==> src/rtl/song_menu_ctrl.sv <==
// rtl/song_menu_ctrl.sv - button synchronise/debounce front end and title/menu/play state machine
module song_menu_ctrl #(
    parameter int DEBOUNCE_CYCLES = 1000000,
    parameter int NUM_SONGS       = 4
) (
    input  logic       clk,
    input  logic       rst_n,
    input  logic       btn_up_raw,
    input  logic       btn_down_raw,
    input  logic       btn_ok_raw,
    input  logic       btn_back_raw,
    input  logic       game_over,
    output logic       menu_enabled,
    output logic [1:0] song,
    output logic       start_game,
    output logic [1:0] state_dbg
);

    localparam int              CW        = $clog2(DEBOUNCE_CYCLES + 1);
    localparam logic [CW-1:0]   CNT_MAX   = CW'(DEBOUNCE_CYCLES);
    localparam logic [1:0]      LAST_SONG = 2'(NUM_SONGS - 1);

    typedef enum logic [1:0] {
        TITLE = 2'd0,
        MENU  = 2'd1,
        START = 2'd2,
        PLAY  = 2'd3
    } state_t;

    // Bit order for all button vectors: 0=up, 1=down, 2=ok, 3=back
    logic [3:0]    btn_raw;
    logic [3:0]    sync1;
    logic [3:0]    sync2;
    logic [3:0]    stable;
    logic [3:0]    stable_q;
    logic [3:0]    press;
    logic [CW-1:0] cnt [4];

    state_t     state;
    state_t     state_next;
    logic [1:0] song_next;
    logic       menu_next;
    logic       start_next;

    assign btn_raw = {btn_back_raw, btn_ok_raw, btn_down_raw, btn_up_raw};

    // Two-flop synchroniser followed by a per-button stability counter
    always_ff @(posedge clk) begin
        if (!rst_n) begin
            sync1    <= '0;
            sync2    <= '0;
            stable   <= '0;
            stable_q <= '0;
            for (int i = 0; i < 4; i++) begin
                cnt[i] <= '0;
            end
        end else begin
            sync1    <= btn_raw;
            sync2    <= sync1;
            stable_q <= stable;
            for (int i = 0; i < 4; i++) begin
                if (sync2[i] == stable[i]) begin
                    cnt[i] <= '0;
                end else if (cnt[i] == CNT_MAX) begin
                    stable[i] <= sync2[i];
                    cnt[i]    <= '0;
                end else begin
                    cnt[i] <= cnt[i] + CW'(1);
                end
            end
        end
    end

    // One-cycle press event on each rising edge of a debounced level
    assign press = stable & ~stable_q;

    // State and registered outputs
    always_ff @(posedge clk) begin
        if (!rst_n) begin
            state        <= TITLE;
            song         <= 2'd0;
            menu_enabled <= 1'b0;
            start_game   <= 1'b0;
        end else begin
            state        <= state_next;
            song         <= song_next;
            menu_enabled <= menu_next;
            start_game   <= start_next;
        end
    end

    // Next-state: ok outranks back, START is a single pass-through cycle
    always_comb begin
        state_next = state;
        case (state)
            TITLE: if (|press)      state_next = MENU;
            MENU: begin
                if (press[2])       state_next = START;
                else if (press[3])  state_next = TITLE;
            end
            START:                  state_next = PLAY;
            PLAY:  if (game_over)   state_next = MENU;
            default:                state_next = TITLE;
        endcase
    end

    // Output decode: song moves only on a lone up or down press while in MENU
    always_comb begin
        song_next  = song;
        menu_next  = (state_next == MENU);
        start_next = (state_next == START);
        if (state == MENU && !press[2] && !press[3] && (press[0] ^ press[1])) begin
            if (press[0]) begin
                song_next = (song >= LAST_SONG) ? 2'd0 : song + 2'd1;
            end else begin
                song_next = (song == 2'd0 || song > LAST_SONG) ? LAST_SONG : song - 2'd1;
            end
        end
    end

    assign state_dbg = state;

endmodule

==> config.mk <==
export PLATFORM = sky130hd
export DESIGN_NAME = song_menu_ctrl
export DESIGN_NICKNAME = d
export VERILOG_FILES = /design/src/rtl/song_menu_ctrl.sv
export SDC_FILE = /design/constraint.sdc
export NUM_CORES = 1
export LEC_CHECK = 0
export ABC_CLOCK_PERIOD_IN_PS = 3700
export CORE_MARGIN = 2
export CORE_UTILIZATION = 35
export CTS_BUF_LIST = sky130_fd_sc_hd__clkbuf_8 sky130_fd_sc_hd__clkbuf_16
export DETAILED_ROUTE_END_ITERATION = 10
export SLEW_MARGIN = 30
export SYNTH_ARGS = -nofsm -noshare
export SYNTH_HDL_FRONTEND = slang
export SYNTH_SLANG_ARGS = --single-unit
==> constraint.sdc <==
create_clock -name clk -period 3.7 [get_ports clk]
set_input_delay 0.74 -clock clk [delete_from_list [all_inputs] [get_ports clk]]
set_output_delay 0.74 -clock clk [all_outputs]
set_load 0.005 [all_outputs]
==> flow_metrics.env, run 1 <==
export IMPL_drc=0
export IMPL_coreArea_um2=15100
export IMPL_grt_pass1_wl_um=17100
export IMPL_cp_required_ns=3.80
export IMPL_synthFlopType="edfxtp_1"
export IMPL_power_frac_comb=0.040
export IMPL_r2r_start="cnt[1][4]"
export IMPL_place_hpwl_um=7000
export IMPL_status="completed"
export IMPL_maxSlewViolCount=0
export IMPL_fin_crit_sh=0.608
export IMPL_p_sw_frac=0.213
export IMPL_overflow=0
export IMPL_ctsResizeCount=0
export IMPL_die_x_um=128
export IMPL_cts_clk_slew_worst_paths_ns=0.07
export IMPL_wirelength_um=9780
export IMPL_seq_area_frac_synth=0.530
export IMPL_critPathCapture="cnt[1][10]"
export IMPL_cts_tree="built"
export IMPL_fmax_mhz=444
export IMPL_clkSinkCount=102
export IMPL_fin_setup_tns_ns=0
export IMPL_cp_startpoint="cnt[1][4]"
export IMPL_finalHoldViolCount=0
export IMPL_power_density_nw_per_um2=384
export IMPL_synth_cells=523
export IMPL_io_buffers=12
export IMPL_grt_max_degree=21
export IMPL_firstDrtPassIters=4
export IMPL_synth_avg_cell_area_um2=10.2
export IMPL_crit_cells=5
export IMPL_ys_warnings_count=0
export IMPL_finClkSkew_ns=0.00823
export IMPL_ios=13
export IMPL_ctsHoldBuffers=0
export IMPL_setup_viol=0
export IMPL_rr_worst_depth=5
export IMPL_wire_per_inst_um=12.2
export IMPL_ir_drop_mv=0.225
export IMPL_path_buf_inv=1
export IMPL_maxSlewHeadroom=0.593
export IMPL_crit_fanout=20
export IMPL_end_kind="register"
export IMPL_gp_congestion=0.762
export IMPL_pwr_share_seq=0.550
export IMPL_reg2reg_setup_slack_ns=1.45
export IMPL_tightest_slew_ns=0.605
export IMPL_via_per_inst=4.81
export IMPL_synth_cell_types=43
export IMPL_design_area_um2=6280
export IMPL_grt_usage=0.129
export IMPL_grt_setup_unrepaired="no"
export IMPL_crit_type="register to register"
export IMPL_placed_cell_area_um2=5970
export IMPL_critical_path_slowest_cell="or4b_1"
export IMPL_num_rows=45
export IMPL_synth_edf_count=80
export IMPL_finalCriticalPeriod_ns=2.25
export IMPL_diodes=0
export IMPL_htree_levels=3
export IMPL_async_flop_share=0
export IMPL_ant_nets=0
export IMPL_r2r_end="cnt[1][10]"
export IMPL_fp_dieH_um=128
export IMPL_clk_latency_ns=0.35
export IMPL_switchingPower_mw=0.515
export IMPL_design_die_area_um2=16300
export IMPL_max_stage_delay_ns=0.53
export IMPL_path_delay_family="simple AND/OR/NAND/NOR gates"
export IMPL_nNetsFinal=630
export IMPL_hold_path_class="register to register"
export IMPL_path_cells="or4b_1 > or4_1 > o211ai_1 > buf_4 > nor2_1"
export IMPL_cts_buffers=9
export IMPL_cts_root_buf="clkbuf_16"
export IMPL_grt_use_met1=0.164
export IMPL_power_frac_clock=0.410
export IMPL_gr_max_usage_layer="met2"
export IMPL_antenna_found_initial=0
export IMPL_drv_cap=0
export IMPL_drtIter0Drc=264
export IMPL_drive_above_1_share=0.0454
export IMPL_worst_ep_arrival_time_ns=2.35
export IMPL_startpoint_type="register"
export IMPL_cts_buffer_depth=2
export IMPL_grt_use_met3=0.0225
export IMPL_via_count=3876
export IMPL_leakagePower_nw=2.19
export IMPL_synth_area_um2=5360
export IMPL_grt_pass1_vias=3800
export IMPL_ys_seq_elements=102
export IMPL_start_util=0.355
export IMPL_internal_power_mw=1.90
export IMPL_post_cts_repair_setup_buffers=0
export IMPL_use_met2=0.214
export IMPL_area_growth_pct=17.2
## per-stage QoR
stage           util  std cells  hold slack, ns  worst slack, ns  total power [mW]
3_5_place_dp   0.396        789           0.421             1.28              1.44
6_report       0.416        805           0.434             1.45              2.41
4_1_cts        0.416        805           0.437             1.43              2.43
3_3_place_gp   0.396        789           0.416             1.33              1.44
5_1_grt        0.416        805           0.449             1.31              2.50
2_1_floorplan      -        602           0.412             1.65              1.41
## worst min-delay path by stage
stage	from	to	slack (ns)	depth (start not counted)
detailed placement	sync1[2]	sync2[2]	0.42	1
global route	sync1[3]	sync2[3]	0.45	1
floorplan	sync1[0]	sync2[0]	0.41	1
finish	sync1[2]	sync2[2]	0.43	1
global placement	sync1[3]	sync2[3]	0.42	1
CTS	sync1[2]	sync2[2]	0.44	1
## power by group through the flow
stage               clock, mW  combinational (mW)  sequential (mW)
detailed placement          0              0.0932             1.35
CTS                      1.01              0.0940             1.32
floorplan                   0              0.0773             1.33
global placement            0              0.0915             1.35
finish                  0.989              0.0954             1.33
global route             1.05               0.112             1.33
## layout by cell type (no fill, tap or decap), types with 2 or more instances in the layout
| cell | instances |
|---|---|
| a21oi_1 | 19 |
| and2_1 | 14 |
| and3_1 | 5 |
| and4_1 | 7 |
| buf_4 | 5 |
| clkbuf_16 | 10 |
| clkdlybuf4s50_1 | 12 |
| clkinv_2 | 2 |
| conb_1 | 80 |
| dfxtp_1 | 22 |
| edfxtp_1 | 80 |
| ha_1 | 11 |
| inv_1 | 35 |
| nand2_1 | 24 |
| nand2b_1 | 3 |
| nand3_1 | 23 |
| nand3b_1 | 2 |
| nand4_1 | 26 |
| nor2_1 | 76 |
| nor2b_1 | 2 |
| nor3_1 | 16 |
| nor4_1 | 12 |
| nor4b_1 | 6 |
| nor4bb_1 | 3 |
| o211ai_1 | 4 |
| o21a_1 | 6 |
| o21ai_0 | 8 |
| o31ai_1 | 7 |
| or2_2 | 4 |
| or3_1 | 12 |
| or4_1 | 8 |
| xnor2_1 | 37 |
| xor2_1 | 24 |
## state kept, by name (all words and copies together), names as in the netlist
name,cells
song,2
sync1,4
cnt,80
start_game,1
state_dbg,2
menu_enabled,1
stable_q,4
stable,4
sync2,4
## metal layers
| layer | share of wire | routed length, µm |
|---|---|---|
| met5 | 0 | 0 |
| met4 | 0.021 | 202 |
| met3 | 0.023 | 225 |
| met2 | 0.47 | 4630 |
| met1 | 0.48 | 4730 |
## synthesized netlist by cell type, drive strengths merged, types with 2 or more instances
cell type / n / area [µm²]
edfxtp: 80 / 2400
nor2: 76 / 285
xnor2: 37 / 324
inv: 33 / 124
nand4: 27 / 175
nand2: 24 / 90.1
xor2: 24 / 210
nand3: 23 / 115
dfxtp: 22 / 440
a21oi: 19 / 95.1
nor3: 16 / 80.1
clkbuf: 15 / 57.6
and2: 14 / 87.6
nor4: 12 / 75.1
or3: 12 / 75.1
ha: 11 / 138
o21ai: 8 / 40.0
or4: 8 / 60.1
and4: 7 / 61.3
o31ai: 7 / 52.6
nor4b: 6 / 52.6
o21a: 6 / 45.0
and3: 5 / 31.3
o211ai: 4 / 30.0
or2: 4 / 25.0
buf: 3 / 20.0
nand2b: 3 / 18.8
nor4bb: 3 / 30.0
nand3b: 2 / 15.0
nor2b: 2 / 12.5
## area by class of cell
| class | instances | area [µm²] |
|---|---|---|
| Sequential cell | 102 | 2840 |
| Tap cell | 188 | 235 |
| Clock buffer | 11 | 264 |
| Multi-Input combinational cell | 449 | 2610 |
| Fill cell | 1499 | 8810 |
| Clock inverter | 5 | 47.5 |
| Timing Repair Buffer | 17 | 158 |
| Inverter | 33 | 124 |
## kinds of logic after synthesis
kind of cell | synth area share
simple gates | 0.246
flops | 0.530
compound gates | 0.0581
mux | 0.00187
xor+xnor | 0.0997
buf+inv | 0.0376
fa+ha+maj | 0.0257
other cells | 0.000700
No activity file was read; power rests on OpenSTA's default activity.
==> run 2: changes to the inputs <==
--- a/config.mk
+++ b/config.mk
@@ -5,7 +5,7 @@
 export SDC_FILE = /design/constraint.sdc
 export NUM_CORES = 1
 export LEC_CHECK = 0
-export ABC_CLOCK_PERIOD_IN_PS = 3700
+export ABC_CLOCK_PERIOD_IN_PS = 2330
 export CORE_MARGIN = 2
 export CORE_UTILIZATION = 35
 export CTS_BUF_LIST = sky130_fd_sc_hd__clkbuf_8 sky130_fd_sc_hd__clkbuf_16
==> constraint.sdc (replaced) <==
create_clock -name clk -period 2.33 [get_ports clk]
set_input_delay 0.466 -clock clk [delete_from_list [all_inputs] [get_ports clk]]
set_output_delay 0.466 -clock clk [all_outputs]
set_load 0.005 [all_outputs]
==> run 2 against run 1 <==
Compared with the run above:
- setup slack worse by 1.3 ns
- total power is 60% higher
- global-route usage is 0.21 points lower
- clock power is 62% higher
- first-iteration DRC count is 2.7% lower
- sequential share of layout area is 0.47 points lower
- routed wire length is 0.61% lower
- critical path type unchanged
- critical endpoint is now cnt[1][16]
- highest routed layer unchanged
==> flow_metrics.env, run 2 (same netlist as run 1, synthesis figures left out) <==
export IMPL_finClkSkew_ns=0.00452
export IMPL_leakagePower_nw=2.22
export IMPL_clkSinkCount=102
export IMPL_fmax_mhz=453
export IMPL_nNetsFinal=637
export IMPL_largest_reg_flops=80
export IMPL_drive_above_1_share=0.0577
export IMPL_design_area_um2=6350
export IMPL_tightest_slew_ns=0.611
export IMPL_place_hpwl_um=7070
export IMPL_grt_usage=0.127
export IMPL_ant_nets=0
export IMPL_p_sw_frac=0.213
export IMPL_fp_dieH_um=128
export IMPL_cp_startpoint="cnt[1][4]"
export IMPL_cts_tree="built"
export IMPL_switchingPower_mw=0.820
export IMPL_start_util=0.355
export IMPL_hold_end="sync2[1]"
export IMPL_via_count=3837
export IMPL_status="completed"
export IMPL_drv_cap=0
export IMPL_maxSlewViolCount=0
export IMPL_firstDrtPassIters=4
export IMPL_clk_latency_ns=0.35
export IMPL_ir_drop_mv=0.392
export IMPL_hold_path_class="register to register"
export IMPL_grt_pass1_vias=3697
export IMPL_layout_common_cells="80 x edfxtp_1, 80 x conb_1, 76 x nor2_1"
export IMPL_ios=13
export IMPL_pwr_share_seq=0.546
export IMPL_dp_cells=796
export IMPL_antenna_found_initial=0
export IMPL_via_per_inst=4.73
export IMPL_cts_buffers=9
export IMPL_grt_setup_unrepaired="no"
export IMPL_largest_register="cnt"
export IMPL_cts_buffer_depth=2
export IMPL_area_growth_pct=18.5
export IMPL_power_frac_clock=0.414
export IMPL_nFillCells=1483
export IMPL_ctsHoldBuffers=0
export IMPL_placed_cell_area_um2=6020
export IMPL_end_kind="register"
export IMPL_cts_clk_slew_worst_paths_ns=0.07
export IMPL_reg2reg_setup_slack_ns=0.12
export IMPL_maxSlewHeadroom=0.589
export IMPL_fin_setup_tns_ns=0
export IMPL_drtIter0Drc=257
export IMPL_crit_fanout=12
export IMPL_fin_crit_sh=0.948
export IMPL_crit_type="register to register"
export IMPL_finalCriticalPeriod_ns=2.21
export IMPL_die_x_um=128
export IMPL_num_rows=45
export IMPL_cp_required_ns=2.43
export IMPL_grt_max_degree=21
export IMPL_wirelength_um=9720
export IMPL_utilization=0.421
export IMPL_r2r_start="cnt[1][4]"
export IMPL_gp_congestion=0.810
export IMPL_overflow=0
export IMPL_power_frac_comb=0.040
export IMPL_io_buffers=12
export IMPL_design_die_area_um2=16300
export IMPL_min_delay_start="sync1[1]"
export IMPL_worst_ep_arrival_time_ns=2.31
export IMPL_drc=0
export IMPL_setup_viol=0
export IMPL_coreArea_um2=15100
export IMPL_rr_worst_depth=5
export IMPL_htree_levels=3
export IMPL_post_cts_repair_setup_buffers=0
export IMPL_startpoint_type="register"
export IMPL_hold_depth=1
export IMPL_wire_per_inst_um=12.0
export IMPL_grt_pass1_wl_um=16700
export IMPL_diodes=0
export IMPL_finalHoldViolCount=0
export IMPL_power_density_nw_per_um2=607
export IMPL_r2r_end="cnt[1][16]"
export IMPL_ctsResizeCount=0
export IMPL_stdcell_count=812
export IMPL_cts_root_buf="clkbuf_16"
export IMPL_internal_power_mw=3.03
==> run 2: critical path, stage by stage, from the launching register on <==
cell,delay [ns]
edfxtp_1,0.44
or4b_1,0.55
or4_1,0.45
o211ai_1,0.24
buf_4,0.22
nor2_1,0.07
==> run 2: how the worst max path moves through the flow <==
stage | slack (ns) | cells after the start | endpoint
after detailed placement | 0.12 | 5 | cnt[1][12]
final | 0.12 | 5 | cnt[1][16]
after global routing | 0.03 | 5 | cnt[1][12]
after floorplan | 0.28 | 5 | cnt[1][19]
after CTS | 0.10 | 5 | cnt[1][12]
after global placement | 0.19 | 5 | cnt[1][16]
==> run 2: layer usage <==
| metal | track usage | vias up | share of wire |
|---|---|---|---|
| li1 | - | 1989 | - |
| met1 | 0.163 | 1798 | 0.50 |
| met2 | 0.209 | 37 | 0.46 |
| met3 | 0.0230 | 13 | 0.022 |
| met4 | 0.0582 | 0 | 0.019 |
| met5 | 0 | - | 0 |
==> run 2: cell type report <==
class,instances,area [µm²],area share
clock buffer,14,317,0.0499
clock inverter,2,8.76,0.00138
inverter,33,124,0.0195
multi-input combinational,449,2610,0.411
sequential,102,2840,0.448
tap,188,235,0.0371
timing repair buffer,24,210,0.0331
==> run 2: stage by stage <==
step	hold slack, ns	total power [mW]	setup slack [ns]
floorplan	0.412	2.24	0.282
global placement	0.418	2.29	0.194
detailed placement	0.423	2.30	0.120
CTS	0.439	3.90	0.104
global route	0.458	3.99	0.0349
finish	0.438	3.85	0.121
==> run 2: power by group through the flow <==
stage	Sequential, mW	Clock [mW]	Combinational [mW]
final	2.10	1.60	0.155
after global routing	2.12	1.69	0.180
after CTS	2.10	1.64	0.153
after detailed placement	2.14	0	0.152
after global placement	2.14	0	0.150
after floorplan	2.12	0	0.123
==> run 3: changes to the inputs <==
--- a/config.mk
+++ b/config.mk
@@ -6,7 +6,6 @@
 export NUM_CORES = 1
 export LEC_CHECK = 0
 export ABC_CLOCK_PERIOD_IN_PS = 2330
-export CORE_MARGIN = 2
 export CORE_UTILIZATION = 35
 export CTS_BUF_LIST = sky130_fd_sc_hd__clkbuf_8 sky130_fd_sc_hd__clkbuf_16
 export DETAILED_ROUTE_END_ITERATION = 10
==> run 3 against run 2 <==
Compared with the run above:
- worst hold slack about the same
- critical path type unchanged
- cell area down 1.6%
- register-to-register slack about the same
- critical endpoint is now cnt[1][13]
- die area down 3.1%
==> flow_metrics.env, run 3 (same netlist as run 1, synthesis figures left out) <==
export IMPL_crit_type="register to register"
export IMPL_cts_tree="built"
export IMPL_wirelength_um=9520
export IMPL_die_x_um=126
export IMPL_place_hpwl_um=7020
export IMPL_grt_max_degree=24
export IMPL_start_util=0.363
export IMPL_firstDrtPassIters=4
export IMPL_fp_dieH_um=126
export IMPL_design_die_area_um2=15800
export IMPL_cts_clk_slew_worst_paths_ns=0.07
export IMPL_drv_cap=0
export IMPL_htree_levels=3
export IMPL_num_rows=44
export IMPL_ant_nets=0
export IMPL_grt_setup_unrepaired="no"
export IMPL_ir_drop_mv=0.327
export IMPL_drtIter0Drc=195
export IMPL_drive_above_1_share=0.0484
export IMPL_ctsHoldBuffers=0
export IMPL_largest_reg_flops=80
export IMPL_hold_end="sync2[3]"
export IMPL_p_total_mw=3.60
export IMPL_clkSinkCount=102
export IMPL_via_per_inst=4.78
export IMPL_cp_required_ns=2.42
export IMPL_nFillCells=1448
export IMPL_min_delay_start="sync1[3]"
export IMPL_layout_common_cells="80 x edfxtp_1, 80 x conb_1, 76 x nor2_1"
export IMPL_cts_buffer_depth=2
export IMPL_wire_per_inst_um=11.8
export IMPL_pre_cts_slack_ns=0.120
export IMPL_leakagePower_nw=2.17
export IMPL_tightest_slew_ns=0.563
export IMPL_hold_depth=1
export IMPL_cts_buffers=9
export IMPL_setup_slack_ns=0.131
export IMPL_hold_path_class="register to register"
export IMPL_status="completed"
export IMPL_overflow=0
export IMPL_end_kind="register"
export IMPL_coreArea_um2=14800
export IMPL_maxSlewViolCount=0
export IMPL_nNetsFinal=633
export IMPL_fin_hold_ws_ns=0.438
export IMPL_fin_crit_sh=0.944
export IMPL_maxSlewHeadroom=0.621
export IMPL_finalHoldViolCount=0
export IMPL_cts_root_buf="clkbuf_16"
export IMPL_grt_pass1_vias=3609
export IMPL_diodes=0
export IMPL_fin_setup_tns_ns=0
export IMPL_grt_usage=0.130
export IMPL_finClkSkew_ns=0.00515
export IMPL_grt_pass1_wl_um=16500
export IMPL_post_cts_repair_setup_buffers=0
export IMPL_rr_worst_depth=5
export IMPL_reg2reg_setup_slack_ns=0.13
export IMPL_ios=13
export IMPL_antenna_found_initial=0
export IMPL_gp_congestion=0.779
export IMPL_setup_viol=0
export IMPL_worst_ep_arrival_time_ns=2.29
export IMPL_startpoint_type="register"
export IMPL_io_buffers=12
export IMPL_via_count=3844
export IMPL_finalCriticalPeriod_ns=2.20
export IMPL_fmax_mhz=455
export IMPL_clk_latency_ns=0.35
export IMPL_power_density_nw_per_um2=576
export IMPL_ctsResizeCount=0
export IMPL_r2r_start="cnt[1][4]"
export IMPL_crit_fanout=20
export IMPL_area_growth_pct=16.6
export IMPL_largest_register="cnt"
export IMPL_r2r_end="cnt[1][13]"
export IMPL_drc=0
==> run 3: changes by cell type in the layout (fill, tap and decap cells not counted), sizes merged <==
| cell | delta |
|---|---|
| clkbuf | -5 |
| buf | -4 |
| clkinv | +3 |
| clkinvlp | +1 |
| inv | +1 |
==> run 3: area by class of cell <==
type | instances | area, µm² | share of cell area
clock buffer | 9 | 225 | 0.0361
clock inverter | 7 | 33.8 | 0.00541
sequential | 102 | 2840 | 0.455
inverter | 33 | 124 | 0.0198
timing repair buffer | 20 | 180 | 0.0288
tap | 184 | 230 | 0.0369
multi-input combinational | 449 | 2610 | 0.418
==> run 3: worst max-delay path by stage <==
stage / from / to / slack (ns) / cells past startpoint
after floorplan: cnt[1][4] / cnt[1][19] / 0.28 / 5
after global placement: cnt[1][4] / cnt[1][15] / 0.17 / 5
after detailed placement: cnt[1][4] / cnt[1][13] / 0.12 / 5
after CTS: cnt[1][4] / cnt[1][7] / 0.12 / 5
after global routing: cnt[1][4] / cnt[1][2] / 0.007 / 5
final: cnt[1][4] / cnt[1][13] / 0.13 / 5
==> run 3: per-stage QoR <==
step | area, µm² | instances | util
CTS | 6250 | 804 | 0.423
floorplan | 5660 | 602 | -
global placement | 5990 | 788 | 0.406
global route | 6250 | 804 | 0.423
finish | 6250 | 804 | 0.423
detailed placement | 5990 | 788 | 0.406
==> run 3: layer usage <==
layer  track usage  up-vias  part of all wire
met5             0        -                 0
met4        0.0560        0             0.018
met3        0.0361       13             0.033
met2         0.206       40              0.47
met1         0.166     1805              0.48
li1              -     1986                 -
==> run 3: power breakdown <==
group	internal, mW	switching [mW]	leakage (nW)
clock	0.707	0.638	0.135
sequential	2.03	0.0771	1.00
combinational	0.0671	0.0842	1.03
==> run 3: critical path, stage by stage (launching register included) <==
cell and delay, ns:
edfxtp_1 0.45, or4b_1 0.52, or4_1 0.44, o211ai_1 0.19, buf_4 0.26, nor2_1 0.08
